$ cat src/rtl/product_bcd_display_if.sv
// Product handshake between the upstream multiplier and the BCD display stage.
// The multiplier side (master) offers a 2N-bit product with result_valid and
// holds it until the display stage (slave) raises result_ready.
interface product_bcd_display_if #(
    parameter int N = 4
);
    logic             result_valid;
    logic [2*N-1:0]   result;
    logic             result_ready;

    modport master (
        output result_valid,
        output result,
        input  result_ready
    );

    modport slave (
        input  result_valid,
        input  result,
        output result_ready
    );
endinterface

$ cat src/rtl/product_bcd_display.sv
// Downstream stage of the calculator multiplier: accepts a binary product,
// converts it to packed BCD with a bit-serial double-dabble, and scans the
// result onto a common-anode 7-segment display with leading-zero blanking.
module product_bcd_display #(
    parameter int N           = 4,
    parameter int DIGITS      = 3,
    parameter int REFRESH_DIV = 50000
) (
    input  logic                  clk,
    input  logic                  reset,
    product_bcd_display_if.slave  prod,
    output logic                  busy,
    output logic [4*DIGITS-1:0]   bcd,
    output logic                  bcd_valid,
    output logic [6:0]            seg,
    output logic [DIGITS-1:0]     an
);

    localparam int W     = 2 * N;
    localparam int CNT_W = (W > 1) ? $clog2(W) : 1;
    localparam int DIG_W = (DIGITS > 1) ? $clog2(DIGITS) : 1;
    localparam int REF_W = (REFRESH_DIV > 1) ? $clog2(REFRESH_DIV) : 1;

    localparam logic [CNT_W-1:0] LAST_STEP = CNT_W'(W - 1);
    localparam logic [DIG_W-1:0] LAST_DIG  = DIG_W'(DIGITS - 1);
    localparam logic [REF_W-1:0] REF_MAX   = REF_W'(REFRESH_DIV - 1);

    localparam logic [1:0] S_IDLE   = 2'd0;
    localparam logic [1:0] S_CONV   = 2'd1;
    localparam logic [1:0] S_UPDATE = 2'd2;

    function automatic longint pow10(input int d);
        longint p;
        p = 1;
        for (int i = 0; i < d; i++) begin
            p = p * 10;
        end
        return p;
    endfunction

    localparam longint MAX_PRODUCT = (longint'(1) << W) - 1;

    // The largest product must fit in the BCD digits, and the scan period must be non-zero.
    generate
        if (pow10(DIGITS) <= MAX_PRODUCT) begin : g_capacity_error
            $error("product_bcd_display: DIGITS too small for a %0d-bit product", W);
        end
        if (REFRESH_DIV < 1) begin : g_refresh_error
            $error("product_bcd_display: REFRESH_DIV must be at least 1");
        end
    endgenerate

    // Active-low segment pattern {g..a} for one BCD code; codes above 9 are blank.
    function automatic logic [6:0] segDecode(input logic [3:0] d);
        logic [6:0] s;
        case (d)
            4'd0:    s = 7'h40;
            4'd1:    s = 7'h79;
            4'd2:    s = 7'h24;
            4'd3:    s = 7'h30;
            4'd4:    s = 7'h19;
            4'd5:    s = 7'h12;
            4'd6:    s = 7'h02;
            4'd7:    s = 7'h78;
            4'd8:    s = 7'h00;
            4'd9:    s = 7'h10;
            default: s = 7'h7F;
        endcase
        return s;
    endfunction

    logic [1:0]            r_state;
    logic                  r_ready;
    logic [W-1:0]          r_shift;
    logic [4*DIGITS-1:0]   r_scratch;
    logic [CNT_W-1:0]      r_count;
    logic [4*DIGITS-1:0]   r_bcd;
    logic                  r_bcd_valid;

    logic [REF_W-1:0]      r_refresh;
    logic [DIG_W-1:0]      r_digit;
    logic [DIGITS-1:0]     r_an;
    logic [6:0]            r_seg;

    logic [4*DIGITS-1:0]   w_adj;
    logic [4*DIGITS+W-1:0] w_step;
    logic                  w_wrap;
    logic [DIG_W-1:0]      w_digitNext;
    logic [DIGITS-1:0]     w_blank;
    logic [3:0]            w_nibble;
    logic                  w_curBlank;
    logic [6:0]            w_segNext;

    assign prod.result_ready = r_ready;
    assign busy              = ~r_ready;
    assign bcd               = r_bcd;
    assign bcd_valid         = r_bcd_valid;
    assign an                = r_an;
    assign seg               = r_seg;

    // Double-dabble add-3 correction: any scratch digit of 5 or more gets +3 before the shift.
    always_comb begin
        w_adj = r_scratch;
        for (int i = 0; i < DIGITS; i++) begin
            if (r_scratch[4*i +: 4] >= 4'd5) begin
                w_adj[4*i +: 4] = r_scratch[4*i +: 4] + 4'd3;
            end
        end
    end

    // The corrected digits and the remaining binary bits shift left as one register.
    assign w_step = {w_adj, r_shift} << 1;

    // Handshake and conversion sequencing; bcd only changes once a full conversion is done.
    always_ff @(posedge clk or posedge reset) begin
        if (reset) begin
            r_state     <= S_IDLE;
            r_ready     <= 1'b1;
            r_shift     <= '0;
            r_scratch   <= '0;
            r_count     <= '0;
            r_bcd       <= '0;
            r_bcd_valid <= 1'b0;
        end else begin
            r_bcd_valid <= 1'b0;
            case (r_state)
                S_IDLE: begin
                    if (prod.result_valid && r_ready) begin
                        r_shift   <= prod.result;
                        r_scratch <= '0;
                        r_count   <= '0;
                        r_ready   <= 1'b0;
                        r_state   <= S_CONV;
                    end
                end
                S_CONV: begin
                    r_scratch <= w_step[4*DIGITS+W-1:W];
                    r_shift   <= w_step[W-1:0];
                    r_count   <= r_count + 1'b1;
                    if (r_count == LAST_STEP) begin
                        r_state <= S_UPDATE;
                    end
                end
                S_UPDATE: begin
                    r_bcd       <= r_scratch;
                    r_bcd_valid <= 1'b1;
                    r_ready     <= 1'b1;
                    r_state     <= S_IDLE;
                end
                default: begin
                    r_ready <= 1'b1;
                    r_state <= S_IDLE;
                end
            endcase
        end
    end

    // The scan moves to the next digit position whenever the refresh counter wraps.
    always_comb begin
        w_wrap      = (r_refresh == REF_MAX);
        w_digitNext = r_digit;
        if (w_wrap) begin
            w_digitNext = (r_digit == LAST_DIG) ? '0 : r_digit + 1'b1;
        end
    end

    // A non-units position is blank when it and every higher digit are zero.
    generate
        for (genvar g = 0; g < DIGITS; g++) begin : g_blank
            if (g == 0) begin : g_units
                assign w_blank[g] = 1'b0;
            end else begin : g_upper
                assign w_blank[g] = ~|r_bcd[4*DIGITS-1:4*g];
            end
        end
    endgenerate

    // Select the digit that the next scan position will show and build its segments.
    always_comb begin
        w_nibble   = r_bcd[3:0];
        w_curBlank = 1'b0;
        for (int i = 0; i < DIGITS; i++) begin
            if (w_digitNext == DIG_W'(i)) begin
                w_nibble   = r_bcd[4*i +: 4];
                w_curBlank = w_blank[i];
            end
        end
        w_segNext = w_curBlank ? 7'h7F : segDecode(w_nibble);
    end

    // Refresh timing and scan position run freely, independent of the conversion.
    always_ff @(posedge clk or posedge reset) begin
        if (reset) begin
            r_refresh <= '0;
            r_digit   <= '0;
        end else begin
            r_refresh <= w_wrap ? '0 : r_refresh + 1'b1;
            r_digit   <= w_digitNext;
        end
    end

    // Anode enable and segments are registered together so they never disagree.
    always_ff @(posedge clk or posedge reset) begin
        if (reset) begin
            r_an  <= ~DIGITS'(1);
            r_seg <= 7'h40;
        end else begin
            r_an  <= ~(DIGITS'(1) << w_digitNext);
            r_seg <= w_segNext;
        end
    end

endmodule
$ cat src/flat_wrapper.sv
// flat-port wrapper written by rule: the top's interface ports become plain ports
module product_bcd_display_flat 
#(
    parameter int N           = 4,
    parameter int DIGITS      = 3,
    parameter int REFRESH_DIV = 50000
)
  (clk, reset, busy, bcd, bcd_valid, seg, an, prod_result_valid, prod_result, prod_result_ready);
  product_bcd_display_if #(.N(N)) prod_i ();
  input  logic clk;
  input  logic reset;
  output logic busy;
  output logic [4*DIGITS-1:0] bcd;
  output logic bcd_valid;
  output logic [6:0] seg;
  output logic [DIGITS-1:0] an;
  input wire logic [$bits(prod_i.result_valid)-1:0] prod_result_valid;
  input wire logic [$bits(prod_i.result)-1:0] prod_result;
  output wire logic [$bits(prod_i.result_ready)-1:0] prod_result_ready;
  assign prod_i.result_valid = prod_result_valid;
  assign prod_i.result = prod_result;
  assign prod_result_ready = prod_i.result_ready;
  product_bcd_display #(.N(N), .DIGITS(DIGITS), .REFRESH_DIV(REFRESH_DIV)) u_core (.clk(clk), .reset(reset), .prod(prod_i), .busy(busy), .bcd(bcd), .bcd_valid(bcd_valid), .seg(seg), .an(an));
endmodule
$ cat config.mk
export PLATFORM = sky130hd
export DESIGN_NAME = product_bcd_display_flat
export DESIGN_NICKNAME = d
export VERILOG_FILES = /design/src/rtl/product_bcd_display_if.sv /design/src/rtl/product_bcd_display.sv /design/src/flat_wrapper.sv
export SDC_FILE = /design/constraint.sdc
export NUM_CORES = 1
export LEC_CHECK = 0
export ABC_CLOCK_PERIOD_IN_PS = 6090
export BUFFER_PORTS_ARGS = -buffer_cell sky130_fd_sc_hd__buf_2
export CORE_MARGIN = 5
export CORE_UTILIZATION = 40
export CTS_BUF_LIST = sky130_fd_sc_hd__clkbuf_2
export CTS_CLUSTER_DIAMETER = 200
export DETAILED_ROUTE_END_ITERATION = 10
export PLACE_DENSITY = 0.61
export REMOVE_ABC_BUFFERS = 1
export SETUP_SLACK_MARGIN = 0.2
export SLEW_MARGIN = 20
export SYNTH_ARGS = -nofsm -noshare
export SYNTH_HDL_FRONTEND = slang
export SYNTH_SLANG_ARGS = --single-unit
$ cat constraint.sdc
create_clock -name clk -period 6.09 [get_ports clk]
set_input_delay 1.218 -clock clk [delete_from_list [all_inputs] [get_ports clk]]
set_output_delay 1.218 -clock clk [all_outputs]
set_load 0.02 [all_outputs]
; ---- After elaboration in Yosys (flattened, before gate mapping)
; Memories as Yosys holds them, arrays and structs flattened.
; Index checks and enable logic that the tools add are counted.
[classes]
n_shift = 1
muxes = 23
n_reduce_logical = 10
magnitude_cmp = 3
n_addsub = 6
eq_ne = 9
n_bitwise = 3
[op_table]
columns = cell, count
row1 = one-hot mux 12 bit (2 select lines), 1
row2 = "adder 16 x 1 -> 16 bit, second input constant", 1
row3 = "== test 16 bit, second input constant", 1
row4 = two-way mux 16 bit, 1
row5 = two-way mux 4 bit, 4
row6 = one-hot mux 8 bit (2 select lines), 1
row7 = "greater-or-equal comparator 4 x 3 -> 1 bit, second input constant", 3
row8 = two-way mux 12 bit, 1
row9 = "adder 4 x 2 -> 4 bit, second input constant", 2
row10 = two-way mux 2 bit, 4
row11 = two-way mux 8 bit, 1
row12 = OR reduction 8 bit, 1
row13 = two-way mux 7 bit, 1
row14 = "== test 2 bit, second input constant", 3
row15 = two-way mux 3 bit, 2
row16 = one-hot mux 3 bit (2 select lines), 1
row17 = AND reduction 2 bit, 3
row18 = "== test 2 x 1 -> 1 bit, second input constant", 2
row19 = two-way mux 1 bit, 4
row20 = "!= test 2 x 1 -> 1 bit, second input constant", 2
row21 = one-hot mux 2 bit (2 select lines), 1
row22 = OR reduction 4 bit, 1
row23 = "adder 3 x 1 -> 3 bit, second input constant", 1
row24 = "adder 3 x 2 -> 3 bit, second input constant", 1
row25 = other kinds (10), 12
[totals]
rom_bits = 112
n_memories = 1
ff_bits = 67
input_bits = 11
output_inout_bits = 25
[memory_table]
columns = memory, words, word_bits, rd, rd_ports_with_merged_regs, wr, line
row1 = (no name shown), 16, 7, 1, 0, 0, product_bcd_display.sv:56  ; case (d)

; ---- Longest topological paths before layout
; Gate-level depths: netlist (run 1).
; An unclocked memory read counts as a cell.
[depth]
word_depth = 8
ltp_mapped = 12
depth_no_buf = 10

; ---- Worst setup path after synthesis (run 1)
; Ideal clock, no wire load.
[synth_path]
path_kind = input port to flip-flop
start = input prod_result_valid
end = register u_core.r_shift[1]
n_path_buf = 1
stages = 5
t_arrival_ns = 2.240
slack_ns = 3.717
setup_time_ns = 0.134
cell_sequence = nand2b_1 nor3_1 clkbuf_1 mux2i_1 o21ai_0
[synth_between]
elab_chain_cells = 3
[synth_rtl]
columns = element, line
row1 = "start, declared", flat_wrapper.sv:17  ; input wire logic [$bits(prod_i.result_valid)-1:0] prod_result_valid;
row2 = logical AND 1 bit, product_bcd_display.sv:128  ; if (prod.result_valid && r_ready) begin
row3 = != test 2 x 1 -> 1 bit (no source line), n/a
row4 = AND reduction 2 bit (no source line), n/a
row5 = "end signal, assigned", product_bcd_display.sv:129  ; r_shift <= prod.result;
row6 = "end signal, assigned", product_bcd_display.sv:138  ; r_shift <= w_step[W-1:0];
row7 = "end, declared", product_bcd_display.sv:74  ; logic [W-1:0] r_shift;
; No other way between the ends.
; A chain may end at the register's enable or synchronous reset.

; ---- Worst setup path after layout (run 1)
[layout_path]
start = register u_core.r_refresh[5]
end = register u_core.r_seg[6] (netlist: u_core.seg[6])
[layout_between]
elab_chain_cells = 7
elab_cells_between_ends = 10
classes_between = eq/ne (3) / mux (6) / memory (1)
[layout_rtl]
columns = element, line
row1 = "start, declared", product_bcd_display.sv:80  ; logic [REF_W-1:0] r_refresh;
row2 = "start signal, assigned", product_bcd_display.sv:197  ; r_refresh <= w_wrap ? '0 : r_refresh + 1'b1;
row3 = == test 16 bit *, product_bcd_display.sv:160  ; w_wrap = (r_refresh == REF_MAX);
row4 = two-way mux 2 bit *, product_bcd_display.sv:162  ; if (w_wrap) begin
row5 = == test 2 x 1 -> 1 bit, product_bcd_display.sv:183  ; if (w_digitNext == DIG_W'(i)) begin
row6 = two-way mux 4 bit (2 in series), product_bcd_display.sv:183
row7 = memory read (16 x 7 bit), n/a
row8 = two-way mux 7 bit *, product_bcd_display.sv:188  ; w_segNext = w_curBlank ? 7'h7F : segDecode(w_nibble);
row9 = net u_core.w_segNext[6], product_bcd_display.sv:92  ; logic [6:0] w_segNext;
row10 = "end signal, assigned", product_bcd_display.sv:209  ; r_seg <= w_segNext;
row11 = "end, declared", product_bcd_display.sv:83  ; logic [6:0] r_seg;
; Mark *: on every way through the listed nets, which the timed path passes. The rest lies on a longest branch.

==> results of run 1 <==
==> layout by cell type (no fill, tap or decap), types with 2 or more instances in the layout <==
cell       n
nand2b_1  11
xor2_1     7
nand3b_1   2
nor2_1    17
o21ai_1    3
buf_2     35
a21o_1     2
o31ai_1    4
o21ai_0   15
nand3_1    6
xnor2_1   12
o22ai_1    7
o211ai_1   3
buf_4      3
clkbuf_2  11
nor3_1     3
and4bb_1   2
mux2_2    14
and2_1     2
nor4_1     2
dfrtp_1   63
dfstp_2    4
a21oi_1   10
and3_1     2
or2_2      2
inv_1      9
a32o_1     3
clkinv_1   4
nand2_1   34
nor3b_1    2
mux2i_1   10
nand4_1    2
ha_1      10
==> layer usage <==
| layer | share of wire | wire (µm) |
|---|---|---|
| met1 | 0.46 | 2780 |
| met2 | 0.50 | 3030 |
| met3 | 0.040 | 243 |
| met4 | 0.0079 | 48 |
| met5 | 0 | 0 |
==> critical path, stage by stage (launching register included) <==
cell     delay (ns)
dfrtp_1        0.48
nor4b_4        0.34
and4_1         0.53
xnor2_1        0.25
o32a_1         0.19
o21a_1         0.30
ha_1           0.23
inv_1          0.04
mux2_2         0.26
a21oi_2        0.13
==> state kept, by name (all words and copies together), names as in the netlist, 2 cells and up <==
register and flops:
u_core.r_scratch 12, u_core.an 3, u_core.r_shift 8, u_core.r_refresh 16, u_core.r_digit 2, u_core.seg 7, u_core.r_state 2, u_core.bcd 12
u_core.r_count 3
==> kinds of logic (layout without fill, tap and decap cells) <==
group	count (synthesis)	count (layout)	synth area share
adder cells (fa/ha/maj)	11	11	0.0419
XOR/XNOR	19	19	0.0516
buffers and inverters	22	64	0.0283
multiplexers	25	25	0.0833
flip-flops	67	67	0.521
AO/OA/AOI/OAI	59	59	0.124
AND/OR/NAND/NOR	94	94	0.150
==> how the worst max path moves through the flow <==
stage / start / endpoint / slack, ns / cells after the start
after global placement: u_core.r_refresh[5] / u_core.seg[6] / 3.41 / 9
after CTS: u_core.r_refresh[5] / u_core.seg[6] / 3.24 / 9
after detailed placement: u_core.r_refresh[5] / u_core.seg[6] / 3.28 / 9
after global routing: u_core.r_refresh[0] / u_core.seg[6] / 3.10 / 10
final: u_core.r_refresh[5] / u_core.seg[6] / 3.28 / 9
after floorplan: prod_result_valid / u_core.r_scratch[11] / 2.72 / 5
==> stage by stage <==
stage / util / hold slack (ns)
after detailed placement: 0.449 / 0.455
after floorplan: - / 0.433
after CTS: 0.458 / 0.474
after global placement: 0.449 / 0.445
after global routing: 0.459 / 0.496
final: 0.459 / 0.467
==> synthesized netlist by cell type (all sizes together) (4+ instances only) <==
library cell  number  share of area
dfrtp             63           0.49
mux2i             10          0.031
clkbuf            10          0.012
nand2             34          0.040
inv               10          0.012
dfstp              4          0.033
nand3              6         0.0093
ha                10          0.039
xnor2             12          0.033
o21ai             18          0.028
o31ai              4         0.0093
o22ai              7          0.014
nand2b            11          0.021
mux2              15          0.052
nor3               4         0.0062
xor2               7          0.019
a21oi             11          0.018
nor2              17          0.020
==> layout make-up <==
type	count	share of cell area
Clock buffer	11	0.0154
Clock inverter	5	0.00559
Inverter	10	0.0105
Multi-Input combinational cell	208	0.408
Sequential cell	67	0.469
Tap cell	102	0.0356
Timing Repair Buffer	38	0.0552
==> power by group through the flow <==
stage	clock, mW	sequential, mW	combinational, mW
after floorplan	0	0.723	0.393
after global placement	0	0.681	0.598
after detailed placement	0	0.684	0.611
after CTS	0.209	0.675	0.613
after global routing	0.226	0.694	0.683
final	0.197	0.674	0.604
==> impl_results.md, run 1 <==
* Status: complete, no violations
* Flop2flop setup slack at between 3 and 4 ns
* Maximum vdd drop at approximately 0.00017 V
* RePlAce Congestion at 0.829
* Core area at roughly 7800 µm²
* Syn. warnings at 0
* Mapped Area at between 3000 and 4000 µm²
* Worst Setup Start Kind: register
* DRT Pass-1 Iters at 5
* Met2 Use GR at 0.224
* Clk root buf: clkbuf_2
* R2R depth at 9
* Num rows at 32
* First-pass GRT wire length at between 10000 and 15000 µm
* RSZ-0062 raised after global routing: no
* Min-Delay Startpoint: u_core.r_refresh[0]
* DRT Wirelength at between 6000 and 7000 µm
* Critical path peak fanout at 12
* Async set-or-reset flop fraction in the synthesized netlist at 1.00
* Pint at just under 0.9 mW
* Drt wl/cell at between 10 and 15 µm
* Vias/cell at 5.08
* Io pins at 36
* Hold Vio Cnt, Final at 0
* Avg Synthesized Cell Area at around 11 µm²
* Worst slew margin at 0.418
* Area of the die at about 10000 µm²
* DIE HEIGHT at approximately 100 µm
* GRT met3 Usage at 0.0507
* GRT Residual Overflow at 0
* Sequential cell area at between 1500 and 2000 µm²
* Hold Crit Class: reg2reg
* Clock transition at path regs at between 0.15 and 0.2 ns
* Worst setup margin at 3.28 ns
* Hold EP: u_core.r_refresh[0]
* Worst setup path category: reg2reg
* Post-Synthesis Cells at just under 300
* Post-synth cell types at 51
* Max-Cap Viols at 0
* Total Power at around 1.5 mW
* Worst Setup End Kind: register
* CTS tree: built
* Ant. Diodes at 0
* TNS Setup at 0 ns
* Max Clock Skew at 0.0311 ns
* P&R area growth vs syn at 11.0%
* Share of the yosys chip area belonging to registers at 0.521
* Num CTS Buffers at 9
* Pin count of the biggest net entering global routing at 68
* # nets final at about 360
* Fin. max-slew vios at 0
* Final setup vio count at 0
* FMAX at about 0.36 GHz
* Chip Width at roughly 100 µm
* Multi-input logic area at 1460 µm²
* Net Sw Frac at 0.403
* GRT Overall Usage at 0.130
* Main synth FF type: dfrtp_1
* Sequential share of power at 0.457
* EDFF count, synth at 0
* Post-CTS sizing at 0
* DRT iter0 DRCs at 73
* Count of input and output buffers at 35
* Clock Sinks at 67
* DP HPWL at around 4300 µm
* NetSw at 0.594 mW
* # DRC at 0
* Share of cells above drive strength 1 at 0.233
* GRT Max-Usage Layer: met2
* Worst Setup Slack post-DPL at between 3 and 4 ns
* Combinational Power Share at 0.409
* Skew-Pair Late Insertion Delay at approximately 0.48 ns
* Layout Cells excl Fill at about 440
* Leak pwr at 1.60 nW
* Placed Cells at 425
* Routing usage on met1 at 0.155
* DP Area at approximately 3500 µm²
* Initial Utilization at 0.413
* Tmin final at between 2 and 3 ns
* #FFs+latches synth at 67
* Worst Path Arrival at 3.23 ns
* Slew of the pin with the lowest slew margin at about 0.87 ns
* Clk pwr share at 0.134
* Hold Buf Count CTS at 0
* Hold Path Cell Cnt at 1
* RR Endpoint: u_core.seg[6]
* Post-route ant nets at 0
* Pwr dens at between 400 and 500 nW/µm²
* Final instance area at approximately 3600 µm²
* CTS H-tree depth at 3
* Fillers at 762
* Tcrit/Tclk final at 0.461
* Antenna violations before repair at 0
* Post-CTS setup buffer count at 0
* CTS Buffer Depth at 2
* CP required at between 6 and 7 ns
* Reg2reg start: u_core.r_refresh[5]
* Vias in the first global route at ~2.2k
* Total number of vias at between 2k and 2.5k
(Power assumes the default switching activity.)
==> inputs of run 2 (changes only) <==
--- a/config.mk
+++ b/config.mk
@@ -5,7 +5,7 @@
 export SDC_FILE = /design/constraint.sdc
 export NUM_CORES = 1
 export LEC_CHECK = 0
-export ABC_CLOCK_PERIOD_IN_PS = 6090
+export ABC_CLOCK_PERIOD_IN_PS = 2900
 export BUFFER_PORTS_ARGS = -buffer_cell sky130_fd_sc_hd__buf_2
 export CORE_MARGIN = 5
 export CORE_UTILIZATION = 40
==> constraint.sdc (replaced) <==
create_clock -name clk -period 2.9 [get_ports clk]
set_input_delay 0.58 -clock clk [delete_from_list [all_inputs] [get_ports clk]]
set_output_delay 0.58 -clock clk [all_outputs]
set_load 0.02 [all_outputs]
==> impl_results.md, run 2 (synthesis results as in run 1) <==
* FMAX at 0.400 GHz (+12%)
* RePlAce Congestion at 0.811 (-2.2%)
* Most common cell after layout, fill and taps aside: dfrtp_1
* DRT iter0 DRCs at 77 (+5.5%)
* Hold Crit Class: in2reg
* Clk root buf: clkbuf_2
* Clock transition at path regs at 0.20 ns (+0.04 ns)
* Maximum vdd drop at 0.000350 V (+100%)
* Io pins at 36 (unchanged)
* Finished Core Util at 0.463 (+0.00401)
* Leak pwr at 1.61 nW (+0.51%)
* Slowest cell on crit path: dfrtp_1
* Skew-Pair Late Insertion Delay at 0.48 ns (about the same)
* First-pass GRT wire length at 11000 µm (+6.6%)
* CTS Buffer Depth at 2 (unchanged)
* Max Clock Skew at 0.0281 ns (-0.00295 ns)
* Worst Setup Start Kind: register
* Post-route ant nets at 0 (unchanged)
* CP required at 3.32 ns (-3.19 ns)
* GRT Residual Overflow at 0 (unchanged)
* DRT Wirelength at 6200 µm (+1.6%)
* Fin. max-slew vios at 0 (unchanged)
* Final setup vio count at 0 (unchanged)
* P&R area growth vs syn at 11.9%
* Ant. Diodes at 0 (unchanged)
* Chip Width at 99.8 µm (unchanged)
* Routed wl met3 at 214 µm (-12%)
* Hold Vio Cnt, Final at 0 (unchanged)
* Share of cells above drive strength 1 at 0.243 (+0.00965)
* CTS H-tree depth at 3 (unchanged)
* Worst setup path category: reg2reg
* Hold Buf Count CTS at 0 (unchanged)
* Vias in the first global route at 2233 (+1.5%)
* # DRC at 0 (unchanged)
* Layout Cells excl Fill at 444 (+0.68%)
* CTS tree: built
* Tcrit/Tclk final at 0.862 (+0.400)
* Crit path cell chain: nor4b_4 -> a41oi_2 -> a21oi_1 -> o221a_2 -> ha_1 -> inv_1 -> mux2_2 -> a21oi_2
* Worst Setup End Kind: register
* RSZ-0062 raised after global routing: no
* Top Layer Used: met4
* Clock Sinks at 67 (unchanged)
* Total number of vias at 2304 (+2.8%)
* TNS Setup at 0 ns (unchanged)
* Initial Utilization at 0.413 (unchanged)
* Met2 Wirelength at 3030 µm (-0.23%)
* DP Area at 3530 µm² (+0.64%)
* Core area at 7810 µm² (unchanged)
* Sum of buffers and inverters on the critical path at 1 (unchanged)
* DRT Pass-1 Iters at 4 (-1)
* Num CTS Buffers at 9 (unchanged)
* Num rows at 32 (unchanged)
* Largest Register: u_core.r_refresh
* Critical path peak fanout at 6 (-6)
* Area of the die at 9970 µm² (unchanged)
* Largest register FFs at 16 (unchanged)
* DP HPWL at 4320 µm (+1.2%)
* Largest stage delay, worst path at 0.49 ns (-0.04 ns)
* DIE HEIGHT at 99.8 µm (unchanged)
* Vias/cell at 5.19 (+2.1%)
* Slew of the pin with the lowest slew margin at 0.840 ns (-0.0322 ns)
* Post-CTS setup buffer count at 0 (unchanged)
* Tmin final at 2.50 ns (-0.312 ns)
* Post-CTS sizing at 0 (unchanged)
* Placed Cells at 428 (+0.71%)
* Most frequent cells in the layout: 63 x dfrtp_1, 35 x buf_2, 34 x nand2_1
* GRT Overall Usage at 0.135 (+0.00541)
* Max-Cap Viols at 0 (unchanged)
* Count of input and output buffers at 35 (unchanged)
* # nets final at 358 (+0.85%)
* Worst Path Arrival at 2.92 ns (-0.31 ns)
* Final instance area at 3610 µm² (+0.87%)
* Worst slew margin at 0.440 (+0.0215)
* Wl on met1 at 2900 µm (+4.1%)
* Drt wl/cell at 14.0 µm (+0.92%)
* Pwr dens at 866 nW/µm² (+110%)
* Pin count of the biggest net entering global routing at 68 (unchanged)
* Antenna violations before repair at 0 (unchanged)
* Status: complete, no violations
* Top delay family on crit path: compound AO/OA/AOI/OAI gates
-- run 2: changes by cell type in the layout (fill, tap and decap cells not counted) --
cell,delta
buf_4,+3
clkbuf_2,-2
clkinvlp_4,+2
nor2b_1,+1
nor2b_2,-1
nor3b_1,-1
nor3b_2,+1
o21a_1,-1
o21a_2,+1
-- run 2: final cells by class --
cell class	count	area, µm²
well taps	102	128
repair buffers	41	220
multi-input cells	208	1470
flip-flops and latches	67	1680
clock inverters	7	35.0
clock buffers	9	45.0
inverters	10	37.5
fillers	745	4190
-- run 2: power by group --
part	internal, mW	leakage [nW]	total, mW	switching [mW]
logic	0.557	0.705	1.28	0.727
clock network	0.0996	0.0479	0.429	0.329
registers	1.19	0.854	1.42	0.221
total	1.85	1.61	3.13	1.28
-- run 2: final timing paths --
kind,cells past startpoint,end,slack (ns),start
worst min register to register,1,u_core.r_refresh[0],0.47,u_core.r_refresh[0]
worst max register to register,8,u_core.seg[6],0.40,u_core.r_refresh[5]
worst min-delay path,3,u_core.r_shift[0],0.30,prod_result[0]
worst max-delay path,8,u_core.seg[6],0.40,u_core.r_refresh[5]
min in group asynchronous,3,u_core.r_refresh[14],0.33,reset
max in group asynchronous,3,u_core.r_refresh[1],2.03,reset
-- run 2: per-layer routing --
layer	global-route usage	up-vias
li1	-	1127
met1	0.183	1138
met2	0.215	31
met3	0.0368	8
met4	0.0378	0
met5	0	-
-- run 2: stage by stage --
stage | hold slack (ns) | worst slack, ns | total power [mW]
after CTS | 0.235 | 0.333 | 3.17
after global placement | 0.444 | 0.461 | 2.71
after floorplan | 0.433 | 0.0242 | 2.34
after detailed placement | 0.458 | 0.364 | 2.74
after global routing | 0.247 | 0.202 | 3.41
final | 0.302 | 0.401 | 3.13
-- run 2: worst reg2reg max path, cell delays in order (launching register included) --
cell and delay (ns):
dfrtp_1 0.49, nor4b_4 0.33, a41oi_2 0.26, a21oi_1 0.40, o221a_2 0.33, ha_1 0.19
inv_1 0.04, mux2_2 0.26, a21oi_2 0.13
==> inputs of run 3 (changes only) <==
--- a/config.mk
+++ b/config.mk
@@ -8,11 +8,11 @@
 export ABC_CLOCK_PERIOD_IN_PS = 2900
 export BUFFER_PORTS_ARGS = -buffer_cell sky130_fd_sc_hd__buf_2
 export CORE_MARGIN = 5
-export CORE_UTILIZATION = 40
+export CORE_UTILIZATION = 55
 export CTS_BUF_LIST = sky130_fd_sc_hd__clkbuf_2
 export CTS_CLUSTER_DIAMETER = 200
 export DETAILED_ROUTE_END_ITERATION = 10
-export PLACE_DENSITY = 0.61
+export PLACE_DENSITY_LB_ADDON = 0.05
 export REMOVE_ABC_BUFFERS = 1
 export SETUP_SLACK_MARGIN = 0.2
 export SLEW_MARGIN = 20
==> impl_results.md, run 3 (synthesis results as in run 1) <==
* Total Power at 3.23 mW (+3.2%)
* Chip Width at 86.6 µm (-13%)
* Worst Path Arrival at 2.92 ns (about the same)
* Worst setup margin at 0.411 ns (+0.00983 ns)
* Hold Buf Count CTS at 0 (unchanged)
* Sequential share of power at 0.437 (-0.016)
* Post-route ant nets at 0 (unchanged)
* Maximum vdd drop at 0.000484 V (+39%)
* Sequential cell area at 1680 µm² (unchanged)
* TNS Setup at 0 ns (unchanged)
* Multi-input logic area at 1470 µm² (+0.43%)
* Num CTS Buffers at 9 (unchanged)
* Skew-Pair Late Insertion Delay at 0.49 ns (about the same)
* CTS tree: built
* P&R area growth vs syn at 12.2%
* RePlAce Congestion at 0.762 (-6.1%)
* Worst Setup Start Kind: register
* Combinational Power Share at 0.401 (-0.009)
* Final setup vio count at 0 (unchanged)
* CTS H-tree depth at 3 (unchanged)
* Worst slew margin at 0.691 (+0.251)
* First-pass GRT wire length at 10700 µm (-2.8%)
* Share of cells above drive strength 1 at 0.249 (+0.00585)
* Net Sw Frac at 0.398 (-0.0101)
* Status: complete, no violations
* Drt wl/cell at 14.7 µm (+5.0%)
* Pwr dens at 891 nW/µm² (+2.9%)
* Crit path cell chain: ha_1 -> and3_1 -> a41oi_2 -> xnor2_2 -> o32a_1 -> o21a_2 -> ha_1 -> inv_1 -> mux2_2 -> a21oi_2
* Leak pwr at 1.64 nW (+1.9%)
* DIE HEIGHT at 86.6 µm (-13%)
* Slew of the pin with the lowest slew margin at 0.463 ns (-0.377 ns)
* Total number of vias at 2281 (-1.0%)
* NetSw at 1.29 mW (+0.63%)
* DRT iter0 DRCs at 78 (+1.3%)
* Critical path peak fanout at 9 (+3)
* Clk root buf: clkbuf_2
* Pin count of the biggest net entering global routing at 48 (-29%)
* Sum of buffers and inverters on the critical path at 1 (unchanged)
* Largest Register: u_core.r_refresh
* Largest register FFs at 16 (unchanged)
* Tcrit/Tclk final at 0.858 (-0.00339)
* CP required at 3.33 ns (about the same)
* Vias/cell at 5.47 (+5.4%)
* Largest stage delay, worst path at 0.43 ns (-0.06 ns)
* Worst setup path category: reg2reg
* FMAX at 0.402 GHz (+0.39%)
* Max-Cap Viols at 0 (unchanged)
* Worst Setup End Kind: register
* Count of input and output buffers at 35 (unchanged)
* R2R depth at 10 (+2)
* CP most frequent cell: ha_1
* Most frequent cells in the layout: 63 x dfrtp_1, 35 x buf_2, 34 x nand2_1
* DP HPWL at 4340 µm (+0.48%)
* Flop2flop setup slack at 0.41 ns (about the same)
* Hold Vio Cnt, Final at 0 (unchanged)
* Fillers at 520 (-30%)
* Clk pwr share at 0.162 (+0.025)
* DRT Wirelength at 6120 µm (-1.4%)
* Vias in the first global route at 2275 (+1.9%)
* Clock Sinks at 67 (unchanged)
* Clock transition at path regs at 0.20 ns (about the same)
* Max Clock Skew at 0.0268 ns (-0.00135 ns)
* CTS Buffer Depth at 2 (unchanged)
* Pint at 1.94 mW (+4.9%)
* Worst Setup Slack post-DPL at 0.354 ns (-0.0105 ns)
* RR Endpoint: u_core.seg[6]
* Fin. max-slew vios at 0 (unchanged)
* Antenna violations before repair at 0 (unchanged)
* # nets final at 358 (unchanged)
* Crit path launch: u_core.r_refresh[0]
* Ant. Diodes at 0 (unchanged)
* Reg2reg start: u_core.r_refresh[0]
* Hold Crit Class: in2async
* Initial Utilization at 0.555 (+0.142)
* Post-CTS setup buffer count at 0 (unchanged)
* RSZ-0062 raised after global routing: no
* GRT Residual Overflow at 0 (unchanged)
* Core area at 5820 µm² (-26%)
* Area of the die at 7500 µm² (-25%)
* Io pins at 36 (unchanged)
* Slowest cell on crit path: dfrtp_1
* GRT Overall Usage at 0.181 (+0.0451)
* Tmin final at 2.49 ns (-0.00983 ns)
* Most common cell after layout, fill and taps aside: dfrtp_1
* DRT Pass-1 Iters at 4 (unchanged)
* Num rows at 28 (-13%)
* # DRC at 0 (unchanged)
* Top delay family on crit path: compound AO/OA/AOI/OAI gates
-- run 3: how the worst max path moves through the flow --
| stage | cells after the start | to | slack (ns) |
|---|---|---|---|
| finish | 10 | u_core.seg[6] | 0.41 |
| global route | 10 | u_core.seg[6] | 0.24 |
| CTS | 10 | u_core.seg[6] | 0.31 |
| detailed placement | 8 | u_core.seg[6] | 0.35 |
| global placement | 8 | u_core.seg[6] | 0.45 |
| floorplan | 5 | u_core.r_scratch[11] | 0.02 |
-- run 3: power by group through the flow --
| stage | Combinational, mW | Sequential, mW | Clock, mW |
|---|---|---|---|
| 2_1_floorplan | 0.826 | 1.52 | 0 |
| 6_report | 1.29 | 1.41 | 0.522 |
| 3_3_place_gp | 1.27 | 1.43 | 0 |
| 5_1_grt | 1.45 | 1.44 | 0.589 |
| 4_1_cts | 1.31 | 1.41 | 0.539 |
| 3_5_place_dp | 1.30 | 1.43 | 0 |
-- run 3: final cells by class --
type,instances,share of cell area
flip-flops and latches,67,0.464
multi-input cells,208,0.407
repair buffers,41,0.0642
well taps,75,0.0259
clock inverters,7,0.0162
clock buffers,9,0.0124
inverters,10,0.0104
-- run 3: timing repair --
action	CTS	global route
endpoints found under the setup margin	0	2
resized for setup	0	3
endpoints found under the hold margin	0	0
-- run 3: worst register-to-register path, cell delays in order, from the launching register on --
cell,delay [ns]
dfrtp_1,0.43
ha_1,0.22
and3_1,0.21
a41oi_2,0.34
xnor2_2,0.18
o32a_1,0.18
o21a_2,0.23
ha_1,0.21
inv_1,0.05
mux2_2,0.26
a21oi_2,0.14
-- run 3: through the flow --
stage / std cells / hold WS, ns / area, µm² / util
floorplan: 285 / 0.433 / 3170 / -
global placement: 401 / 0.443 / 3510 / 0.603
detailed placement: 401 / 0.451 / 3510 / 0.603
CTS: 417 / 0.0727 / 3610 / 0.621
global route: 417 / 0.0362 / 3620 / 0.623
finish: 417 / 0.0604 / 3620 / 0.623
-- run 3: per-layer routing --
layer | GRT usage | part of all wire | vias to the layer above
met1 | 0.221 | 0.44 | 1096
met5 | 0 | 0 | -
li1 | - | - | 1124
met2 | 0.294 | 0.50 | 47
met3 | 0.0485 | 0.035 | 14
met4 | 0.0907 | 0.021 | 0
